===== src/rtl/demux2_pipe.sv =====
// Valid/ready 1:2 demultiplexer for 16-bit result words.
// Each destination has its own 2-entry FIFO and a wrapping delivered-word counter.
module demux2_pipe #(
    parameter int WIDTH = 16,
    parameter int CNT_W = 8
) (
    input  logic             clk,
    input  logic             rst_n,
    input  logic [WIDTH-1:0] in_data,
    input  logic             in_sel,
    input  logic             in_valid,
    output logic             in_ready,
    output logic [WIDTH-1:0] a_data,
    output logic             a_valid,
    input  logic             a_ready,
    output logic [WIDTH-1:0] b_data,
    output logic             b_valid,
    input  logic             b_ready,
    output logic [CNT_W-1:0] a_cnt,
    output logic [CNT_W-1:0] b_cnt
);

    // Index 0 is port A, index 1 is port B throughout.
    logic [WIDTH-1:0] mem [2][2];
    logic [1:0]       rd_ptr;
    logic [1:0]       wr_ptr;
    logic [1:0]       fill [2];
    logic [CNT_W-1:0] pop_cnt [2];
    logic [1:0]       push;
    logic [1:0]       pop;
    logic [1:0]       full;

    // Ready looks only at the registered fill level, so a same-cycle pop never raises it.
    always_comb begin
        full[0]  = (fill[0] == 2'd2);
        full[1]  = (fill[1] == 2'd2);
        in_ready = in_sel ? !full[1] : !full[0];
        push[0]  = in_valid && in_ready && !in_sel;
        push[1]  = in_valid && in_ready && in_sel;
        pop[0]   = a_valid && a_ready;
        pop[1]   = b_valid && b_ready;
    end

    assign a_valid = (fill[0] != 2'd0);
    assign b_valid = (fill[1] != 2'd0);
    assign a_data  = mem[0][rd_ptr[0]];
    assign b_data  = mem[1][rd_ptr[1]];
    assign a_cnt   = pop_cnt[0];
    assign b_cnt   = pop_cnt[1];

    always_ff @(posedge clk or negedge rst_n) begin
        if (!rst_n) begin
            rd_ptr <= '0;
            wr_ptr <= '0;
            for (int unsigned p = 0; p < 2; p++) begin
                fill[p]    <= '0;
                pop_cnt[p] <= '0;
                for (int unsigned e = 0; e < 2; e++) begin
                    mem[p][e] <= '0;
                end
            end
        end else begin
            for (int unsigned p = 0; p < 2; p++) begin
                if (push[p]) begin
                    mem[p][wr_ptr[p]] <= in_data;
                    wr_ptr[p]         <= ~wr_ptr[p];
                end
                if (pop[p]) begin
                    rd_ptr[p]  <= ~rd_ptr[p];
                    pop_cnt[p] <= pop_cnt[p] + CNT_W'(1);
                end
                case ({push[p], pop[p]})
                    2'b10:   fill[p] <= fill[p] + 2'd1;
                    2'b01:   fill[p] <= fill[p] - 2'd1;
                    default: fill[p] <= fill[p];
                endcase
            end
        end
    end

endmodule

===== config.mk =====
export PLATFORM = sky130hd
export DESIGN_NAME = demux2_pipe
export DESIGN_NICKNAME = d
export VERILOG_FILES = /design/src/rtl/demux2_pipe.sv
export SDC_FILE = /design/constraint.sdc
export NUM_CORES = 1
export LEC_CHECK = 0
export ABC_AREA = 1
export CORE_UTILIZATION = 25
export CTS_BUF_LIST = sky130_fd_sc_hd__clkbuf_8
export DETAILED_ROUTE_END_ITERATION = 7
export SLEW_MARGIN = 0
export SYNTH_ARGS = -nofsm -noshare
export SYNTH_HDL_FRONTEND = slang
export SYNTH_SLANG_ARGS = --single-unit
export TNS_END_PERCENT = 1

===== constraint.sdc =====
create_clock -name clk -period 1.7 [get_ports clk]
set_input_delay 0.34 -clock clk [delete_from_list [all_inputs] [get_ports clk]]
set_output_delay 0.34 -clock clk [all_outputs]
set_load 0.005 [all_outputs]

; ---- After elaboration in Yosys (flattened, before gate mapping)
; Cells that the tools add are included.
[op_classes]
n_mul = 0
div_mod_pow = 0
order_cmp = 6
n_addsub = 6
muxes = 15
n_shift = 0
n_eq_ne = 6
reduce_logical = 14
bitwise_logic = 8
[op_table]
columns = operator, count
row1 = 2-to-1 mux 16 bit, 8
row2 = bitwise mux 32 bit, 2
row3 = demux 16 bit (select 1 bit), 2
row4 = "adder 8 x 1 -> 8 bit, second input constant", 2
row5 = "equality test 2 bit, second input constant", 4
row6 = ">= comparator 2 bit, second input constant", 4
row7 = inverter 1 -> 2 bit, 4
row8 = one-hot mux 2 bit (2 select lines), 2
row9 = nonzero test 2 bit, 4
row10 = logical AND 1 bit, 7
row11 = "adder 2 x 1 -> 2 bit, second input constant", 2
row12 = "equality test 2 x 1 -> 1 bit, second input constant", 2
row13 = "less-than comparator 2 x 1 -> 1 bit, second input constant", 2
row14 = inverter 1 bit, 4
row15 = "subtractor 2 x 1 -> 2 bit, second input constant", 2
row16 = logical NOT 1 bit, 3
row17 = 2-to-1 mux 1 bit, 1
[totals]
latchBits = 0
romBits = 0
ff_bits = 88
ram_bits = 0
mem_count = 0
input_bits = 22

; ---- Longest topological paths before layout
; Gate-level depths: netlist (run 1).
[logic_depth]
depth_word = 7
depth_mapped = 9

; ---- Worst setup path before layout (run 1)
; No wires, ideal clock.
[synth_path]
kind = register -> register
from = register fill[2] (netlist bit)
to = register fill[3] (netlist bit)
setup_ns = 0.131
slack_ns = -0.014
period_less_slack_ns = 1.714
t_arrival_ns = 1.583
stages_incl_launch_ff = 7
t_required_ns = 1.569
path_cell_list = dfrtp_1 -> o211ai_4 -> buf_6 -> ha_1 -> a21oi_1 -> o21ai_0 -> xor2_1
[synth_between]
elab_chain_cells = 7
word_cells_on_any_way = 13
cone_classes = 2 x add/sub / 3 x eq/ne / 2 x mux / 6 x reduce/logical
[synth_rtl]
columns = item, line_no
row1 = start: declaration, 27  ; logic [1:0] fill [2];
row2 = start signal: indexed assignment, 73  ; 2'b10: fill[p] <= fill[p] + 2'd1;
row3 = start signal: indexed assignment, 74  ; 2'b01: fill[p] <= fill[p] - 2'd1;
row4 = start signal: indexed assignment, 75  ; default: fill[p] <= fill[p];
row5 = equality test 2 bit, 35  ; full[0] = (fill[0] == 2'd2);
row6 = logical NOT 1 bit, 37  ; in_ready = in_sel ? !full[1] : !full[0];
row7 = 2-to-1 mux 1 bit, 37
row8 = logical AND 1 bit (2 in a row), 38  ; push[0] = in_valid && in_ready && !in_sel;
row9 = equality test 2 x 1 -> 1 bit / equality test 2 bit (equally long branches), 72  ; case ({push[p], pop[p]})
row10 = one-hot mux 2 bit (2 select lines) / nonzero test 2 bit (equally long branches), --
; Parallel ways exist; a longest one is shown, timed or not.
; A chain may end at the register's enable or synchronous reset.

; ---- Worst setup path after layout (run 1)
[layout_path]
from = register rd_ptr[0]
to = output a_data[14]
[layout_between]
elab_chain_cells = 4
[layout_rtl]
columns = item, line_no
row1 = start: declaration, 25  ; logic [1:0] rd_ptr;
row2 = start signal: indexed assignment, 69  ; rd_ptr[p] <= ~rd_ptr[p];
row3 = inverter 1 -> 2 bit (implied by the code), 46  ; assign a_data = mem[0][rd_ptr[0]];
row4 = 2-to-1 mux 16 bit (implied by the code) (3 in a row), 46
row5 = end: declaration, 13  ; output logic [WIDTH-1:0] a_data,
; No other way between the ends. The select of a mux whose other input is x is not followed.

==> flow_summary.yaml, run 1 <==
timing:
  setup_viol: 19
  min_period_ps: 1820
  slew_headroom_pct: 70.3
  setup_tns_ps: -1040
  fmax_mhz: 551
  hold_viol_final: 0
  slew_violations: 0
  grt_setup_unrepaired: "true"
  worstMarginPinSlew_ps: 445
  fin_crit_sh_pct: 107
  fin_ws_ps: -116
  clock_skew_ps: 12.3
final_layout:
  final_cells: 844
  area_growth_pct: 37.5
  design_area_sq_mm: 0.00599
  utilization_pct: 35.6
  drive_gt1_share_pct: 25.6
  fin_nets: 645
  layout_commonest_cell: "nand2_1"
  layout_common_cells: "nand2_1 (161), dfrtp_1 (82), inv_1 (70)"
  num_antenna_cells: 0
route:
  postRouteAntennaNets: 0
  drtPass1Iterations: 4
  dr.first_iter.drc_count: 167
  routed_wl_mm: 11.4
  drcViolationCount: 0
  vias_per_cell: 4.23
  vias: 3567
  wl_per_cell_microns: 13.5
clocking:
  cts_buffers: 9
  clk_latency_ps: 380
  clock_path_buffers: 2
  cts.sinks: 88
  cts_tree: "built"
  cts-root-buf: "clkbuf_8"
  htree_levels: 3
  clkTransAtPathRegs_ps: 100
critical_path:
  endpoint_kind: "output pin"
  reg2reg_depth: 7
  startpoint_type: "flip-flop"
  path_class: "flip-flop to output pin"
  worstPathRequired_ps: 1360
  crit_arrival_ps: 1480
  critical_path_peak_fanout: 16
floorplan:
  io_pins: 73
  core_area_sq_mm: 0.0168
  rows: 47
  die_area_sq_mm: 0.0180
  die_x_microns: 134
  initial_utilization_pct: 25.9
  die_y_microns: 134
synthesis:
  synth.avg_cell_area_sq_um: 8.39
  synth_edf_count: 0
  netlist_instances: 519
  ys_types: 25
  synth_ff_type: "dfrtp_1"
  async_reset_ff_share_pct: 100
  syn_nets: 545
  ys_ff_latch: 88
  ys_warn_count: 0
  synth_area_leaders: "dfrtp_1 (51%), nand2_1 (16%), o21ai_0 (7.7%)"
  synth_top_cell_by_area: "dfrtp_1"
  ys_seq_area_share_pct: 50.5
  syn_area_sq_mm: 0.00436
  synth_top_area_share_pct: 50.5
placement:
  post-place-ws_ps: -189
  placement.cell_area_sq_mm: 0.00547
  io_buffers: 72
  place_congestion: 0.714
  placed_cells: 816
  dpl.hpwl_mm: 7.09
status:
  violations: "setup timing"
  outcome: "finished with violations"
pwr:
  cellPowerDensity_mw_per_mm2: 1840
  ir_worst_vdd_mv: 0.668
  p_leak_nw: 2.99
min_path:
  hp-class: "primary input to asynchronous set/reset pin"
grt:
  grt_remaining_overflow: 0
  grt_max_degree: 60
  grt_pass1_wl_mm: 18.6
  first_global_vias: 3427
  antenna_found_initial: 0
  grt_util_all_layers_pct: 13.5
job:
  maxCapViolations: 0
[metal layers]
layer	global-route usage (%)	share of wire [%]	vias up
li1	-	-	1816
met2	21.2	46	60
met4	4.68	1.1	0
met3	2.57	4.2	14
met5	0	0	-
met1	18.5	49	1677
[kinds of logic (layout without fill, tap and decap cells)]
group / after synthesis / after routing / share of synthesized area, %
simple gates: 216 / 216 / 21.8
compound gates: 102 / 102 / 13.9
buf+inv: 95 / 200 / 9.76
flops: 88 / 88 / 50.5
xor+xnor: 14 / 14 / 2.81
fa+ha+maj: 4 / 4 / 1.15
[state kept, by name (all words and copies together), names as in the netlist]
| name | count |
|---|---|
| fill | 4 |
| a_cnt | 8 |
| b_cnt | 8 |
| rd_ptr | 2 |
| wr_ptr | 2 |
| mem | 64 |
[report_power, final]
group / switching (mW) / total, mW / internal (mW)
Clock: 0.829 / 1.51 / 0.683
Sequential: 0.672 / 3.78 / 3.11
Combinational: 2.95 / 5.74 / 2.79
[worst max-delay path: stages (launching register included)]
cell and delay [ps]:
dfrtp_2 430, buf_12 130, buf_16 160, o21ai_2 170
clkdlybuf4s15_2 220
[cells in the mapped netlist (5+ instances only)]
cell type	number
buf_6	7
nand3_1	8
clkbuf_1	11
dfrtp_1	88
o21ai_0	67
o21bai_1	32
nand2_1	181
inv_1	70
nor2_4	5
xnor2_1	6
xor2_1	8
nand2_2	6
[cell type report]
class,instances,area [sq um]
clock inverter,7,71.3
clock buffer,9,124
sequential,88,2210
fill,1762,10800
tap,220,275
inverter,72,270
multi-input combinational,336,1980
timing repair buffer,112,1060
[worst paths after layout]
kind | startpoint | slack, ps | end
min reg2reg | mem[0]$_DFFE_PN0P_ | 510 | mem[0]$_DFFE_PN0P_
max reg2reg | fill[2]$_DFFE_PN0P_ | 80 | fill[3]$_DFFE_PN0P_
min | rst_n | 370 | mem[57]$_DFFE_PN0P_
max | rd_ptr[0]$_DFFE_PN0P_ | -120 | a_data[14]
max in group asynchronous | rst_n | 730 | a_cnt[3]$_DFFE_PN0P_
min in group clk | mem[0]$_DFFE_PN0P_ | 510 | mem[0]$_DFFE_PN0P_
[what timing repair did]
| action | CTS | global route |
|---|---|---|
| pin swaps | 14 | 6 |
| setup buffers | 14 | 0 |
| hold endpoints to repair | 14 | 0 |
| cloned | 3 | 0 |
| hold buffers | 1 | 0 |
| setup endpoints to repair | 39 | 43 |
| resized for setup | 209 | 37 |
[stage by stage]
| stage | hold WS, ps | total power, mW |
|---|---|---|
| after floorplan | 44.4 | 6.17 |
| after global placement | 230 | 8.75 |
| after detailed placement | 226 | 8.82 |
| after CTS | 367 | 11.1 |
| after global routing | 372 | 11.9 |
| final | 367 | 11.0 |
No activity file was read; power rests on OpenSTA's default activity.
==> run 2: changes to the inputs <==
--- a/config.mk
+++ b/config.mk
@@ -7,7 +7,6 @@
 export LEC_CHECK = 0
 export ABC_AREA = 1
 export CORE_UTILIZATION = 25
-export CTS_BUF_LIST = sky130_fd_sc_hd__clkbuf_8
 export DETAILED_ROUTE_END_ITERATION = 7
 export SLEW_MARGIN = 0
 export SYNTH_ARGS = -nofsm -noshare
==> run 2 against run 1 <==
  * The flow still finishes with violations (setup timing)
  * Critical path depth grew 1
  * Setup slack improved by 48 ps
  * Register-to-register slack better by 90 ps
  * Combinational power fell by 3%
  * Non-clock buffer count down 2
  * Clock-buffer cell count grew 1
  * Routed wire length decreased by 0.76%
  * Global-route usage shrank 0.053 points
  * First-iteration DRC count down 26%
  * Utilization is essentially flat
  * Critical path type unchanged
  * Critical endpoint is now b_data[15]
  * Largest cell class unchanged
==> flow_summary.yaml, run 2 (synthesis results as in run 1) <==
timing:
  fin_crit_sh_pct: 104
  grt_setup_unrepaired: "true"
  setup_viol: 17
  clock_skew_ps: 9.13
  slew_headroom_pct: 70.6
  slew_violations: 0
  worstMarginPinSlew_ps: 440
  hold_viol_final: 0
  min_period_ps: 1770
  fmax_mhz: 566
  worst_hold_slack_ps: 404
  fin_ws_ps: -67.3
placement:
  io_buffers: 72
  placement.cell_area_sq_mm: 0.00547
  dpl.hpwl_mm: 7.09
  placed_cells: 816
  place_congestion: 0.714
route:
  drcViolationCount: 0
  postRouteAntennaNets: 0
  routed_wl_mm: 11.3
  vias: 3550
  wl_per_cell_microns: 13.5
  vias_per_cell: 4.22
  drtPass1Iterations: 6
  dr.first_iter.drc_count: 123
final_layout:
  top_register: "mem"
  largest_reg_flops: 64
  drive_gt1_share_pct: 24.0
  fin_nets: 643
  area_growth_pct: 37.4
  design_area_sq_mm: 0.00599
  multi_input_area_sq_mm: 0.00194
  layout_commonest_cell: "nand2_1"
  fillerInstances: 1753
  num_antenna_cells: 0
  layout_common_cells: "nand2_1 (168), dfrtp_1 (81), inv_1 (69)"
  seq_area_sq_mm: 0.00221
  final_cells: 842
pwr:
  total_power_mw: 11.4
  p_leak_nw: 2.91
  cellPowerDensity_mw_per_mm2: 1900
  ir_worst_vdd_mv: 0.837
critical_path:
  endpoint_kind: "output pin"
  path_class: "flip-flop to output pin"
  critical_path_peak_fanout: 5
  startpoint_type: "flip-flop"
  crit_arrival_ps: 1430
  worstPathRequired_ps: 1360
grt:
  antenna_found_initial: 0
  use_met1_pct: 18.5
  grt_max_degree: 60
  first_global_vias: 3399
  globalRouteMet3Util_pct: 2.95
  grt_busiest_layer: "met2"
  met2_usage_pct: 20.6
  grt_util_all_layers_pct: 13.4
  grt_pass1_wl_mm: 18.4
  grt_remaining_overflow: 0
min_path:
  hp-class: "primary input to asynchronous set/reset pin"
clocking:
  htree_levels: 3
  clkTransAtPathRegs_ps: 70
  cts-root-buf: "clkbuf_16"
  clock_path_buffers: 2
  clk_latency_ps: 350
  cts_tree: "built"
  cts_buffers: 9
  cts.sinks: 88
job:
  maxCapViolations: 0
floorplan:
  die_y_microns: 134
  initial_utilization_pct: 25.9
  die_area_sq_mm: 0.0180
  core_area_sq_mm: 0.0168
  io_pins: 73
  die_x_microns: 134
  rows: 47
status:
  outcome: "finished with violations"
  violations: "setup timing"
[run 2: area by class of cell]
type | count | share of cell area (%)
tap | 220 | 4.60
multi-input combinational | 336 | 32.3
timing repair buffer | 110 | 16.7
clock inverter | 6 | 1.13
sequential | 88 | 36.9
clock buffer | 10 | 3.82
inverter | 72 | 4.51
[run 2: path summary, 6_finish.rpt]
check / end / cells past startpoint / from / slack (ps)
hold reg to reg: mem[14]$_DFFE_PN0P_ / 2 / mem[14]$_DFFE_PN0P_ / 510
max in group asynchronous: a_cnt[3]$_DFFE_PN0P_ / 3 / rst_n / 690
setup reg to reg: fill[3]$_DFFE_PN0P_ / 6 / fill[2]$_DFFE_PN0P_ / 170
min in group clk: mem[14]$_DFFE_PN0P_ / 2 / mem[14]$_DFFE_PN0P_ / 510
setup / recovery: b_data[15] / 5 / rd_ptr[1]$_DFFE_PN0P_ / -70
hold / removal: mem[45]$_DFFE_PN0P_ / 2 / rst_n / 400
[run 2: critical path: stages (launching register included)]
cell       delay (ps)
dfrtp_2           470
clkbuf_16         180
buf_4             140
nand2_1            50
o21ai_1            90
buf_4             150
[run 2: repair_timing]
item,in CTS,in global routing
pin swaps,6,6
gates resized for setup,148,67
buffers inserted,12,2
setup endpoints to repair,37,36
endpoints found under the hold margin,14,0
gates cloned,3,0
hold buffers,1,0
[run 2: metrics by stage]
step	util (%)	setup TNS (ps)	worst slack, ps
final	35.6	-498	-67.3
after global routing	35.6	-1660	-128
after global placement	32.5	-5080	-187
after detailed placement	32.5	-5870	-189
after floorplan	-	0	11.4
after CTS	35.7	-3140	-174
[run 2: layer usage]
metal  up-vias  share of wire, %
met3        15               3.9
met4         0               1.8
met2        64                46
met5         -                 0
li1       1809                 -
met1      1662                49
[run 2: where the power goes]
part           switching [mW]  total, mW  internal, mW
Clock                   0.893       2.04          1.15
Sequential              0.656       3.77          3.11
Combinational            2.87       5.56          2.68
Total                    4.42       11.4          6.95
==> run 3: changes to the inputs <==
--- a/config.mk
+++ b/config.mk
@@ -6,7 +6,8 @@
 export NUM_CORES = 1
 export LEC_CHECK = 0
 export ABC_AREA = 1
-export CORE_UTILIZATION = 25
+export CORE_ASPECT_RATIO = 1.25
+export CORE_UTILIZATION = 40
 export DETAILED_ROUTE_END_ITERATION = 7
 export SLEW_MARGIN = 0
 export SYNTH_ARGS = -nofsm -noshare
==> constraint.sdc (replaced) <==
create_clock -name clk -period 1.85 [get_ports clk]
set_input_delay 0.37 -clock clk [delete_from_list [all_inputs] [get_ports clk]]
set_output_delay 0.37 -clock clk [all_outputs]
set_load 0.005 [all_outputs]
==> run 3 against run 2 <==
  * The flow still finishes with violations (setup timing)
  * Largest power group unchanged
  * Non-clock buffer count is 21 lower
  * Clock power is 3% lower
  * Flip-flop and latch count stayed put
  * Cell count is 13% lower
  * Combinational power is 25% lower
  * Register-to-register slack better by 130 ps
  * Sequential share of layout area is 2.4 points higher
  * Hold slack worse by 360 ps
  * Die area is 37% lower
  * Clock skew is 3.9 ps lower
==> flow_summary.yaml, run 3 (synthesis results as in run 1) <==
status:
  outcome: "finished with violations"
  violations: "setup timing"
route:
  drtPass1Iterations: 4
  vias: 3474
  dr.first_iter.drc_count: 191
  routed_wl_mm: 9.78
  wl_per_cell_microns: 13.3
  drcViolationCount: 0
  postRouteAntennaNets: 0
  vias_per_cell: 4.74
grt:
  grt_pass1_wl_mm: 16.6
  antenna_found_initial: 0
  first_global_vias: 3387
  grt_util_all_layers_pct: 19.2
  grt_max_degree: 89
  grt_remaining_overflow: 0
final_layout:
  final_cells: 733
  utilization_pct: 52.8
  layout_commonest_cell: "nand2_1"
  top_register: "mem"
  fin_nets: 622
  layout_common_cells: "nand2_1 (180), dfrtp_1 (87), inv_1 (69)"
  design_area_sq_mm: 0.00561
  num_antenna_cells: 0
  drive_gt1_share_pct: 10.1
  largest_reg_flops: 64
  area_growth_pct: 28.7
critical_path:
  regToRegStartpoint: "fill[2]$_DFFE_PN0P_"
  reg2reg_slack_ps: 300
  path_class: "flip-flop to output pin"
  startpoint_type: "flip-flop"
  crit_arrival_ps: 1630
  timing.rr.end: "fill[3]$_DFFE_PN0P_"
  worstPathRequired_ps: 1480
  endpoint_kind: "output pin"
  reg2reg_depth: 8
  critical_path_peak_fanout: 12
timing:
  min_period_ps: 2000
  fin_crit_sh_pct: 108
  setup_viol: 1
  fin_ws_ps: -146
  fmax_mhz: 501
  clock_skew_ps: 5.23
  hold_viol_final: 0
  slew_violations: 0
  worst_hold_slack_ps: 43.6
  worstMarginPinSlew_ps: 636
  slew_headroom_pct: 57.5
  grt_setup_unrepaired: "true"
clocking:
  cts-root-buf: "clkbuf_16"
  clkTransAtPathRegs_ps: 70
  cts_buffers: 9
  postCtsSetupBuffers: 0
  cts_tree: "built"
  clk_latency_ps: 340
  clock_path_buffers: 2
  postCtsResizedCells: 45
  cts.sinks: 88
  htree_levels: 3
  ctsHoldBuffers: 0
pwr:
  p_int_mw: 6.07
  cellPowerDensity_mw_per_mm2: 1700
  power_frac_seq_pct: 35.7
  ir_worst_vdd_mv: 0.719
  switching_share_pct: 36.3
  switching_power_mw: 3.46
  power_frac_clock_pct: 20.6
  p_leak_nw: 2.85
  pwr-share-comb_pct: 43.7
floorplan:
  die_area_sq_mm: 0.0113
  die_x_microns: 95.3
  io_pins: 73
  die_y_microns: 119
  rows: 42
  core_area_sq_mm: 0.0106
  initial_utilization_pct: 41.0
placement:
  io_buffers: 72
  placed_cells: 717
  dpl.hpwl_mm: 6.51
  place_congestion: 0.754
  placement.cell_area_sq_mm: 0.00528
job:
  maxCapViolations: 0
min_path:
  hp-class: "primary input to asynchronous set/reset pin"
run 3: layout make-up:
cell class	instances	area [sq um]
tap	132	165
inverter	72	270
timing repair buffer	89	893
clock buffer	10	239
clock inverter	6	82.6
sequential	88	2200
multi-input combinational	336	1750
fill	1012	5010
run 3: stage by stage:
stage | power, mW | worst slack [ps] | TNS [ps]
after floorplan | 5.67 | 136 | 0
after global placement | 7.73 | -88.7 | -541
after detailed placement | 7.85 | -111 | -1330
after CTS | 9.65 | -160 | -1070
after global routing | 10.4 | -210 | -214
final | 9.53 | -146 | -146
run 3: power by group through the flow:
stage	registers [mW]	logic (mW)	clock network, mW
after global routing	3.53	4.74	2.10
after CTS	3.41	4.23	2.01
final	3.40	4.16	1.97
after global placement	3.40	4.34	0
after detailed placement	3.43	4.42	0
after floorplan	3.29	2.37	0
run 3: worst max-delay path, cell delays in order, from the launching register on:
cell	delay, ps
dfrtp_1	400
buf_4	190
o21ai_2	180
clkdlybuf4s50_1	520
run 3: worst max-delay path by stage:
stage,startpoint,end,depth (start not counted)
floorplan,fill[2]$_DFFE_PN0P_,fill[3]$_DFFE_PN0P_,6
global placement,in_sel,in_ready,6
detailed placement,in_sel,in_ready,6
CTS,rd_ptr[1]$_DFFE_PN0P_,b_data[12],3
global route,rd_ptr[1]$_DFFE_PN0P_,b_data[1],4
finish,rd_ptr[1]$_DFFE_PN0P_,b_data[1],3
run 3: layer usage:
metal	part of all wire [%]	routed length [microns]	vias up	GRT usage, %
li1	-	-	1763	-
met1	47	4640	1639	27.0
met2	47	4620	64	29.0
met3	4.0	391	8	3.93
met4	1.4	133	0	6.63
met5	0	0	-	0
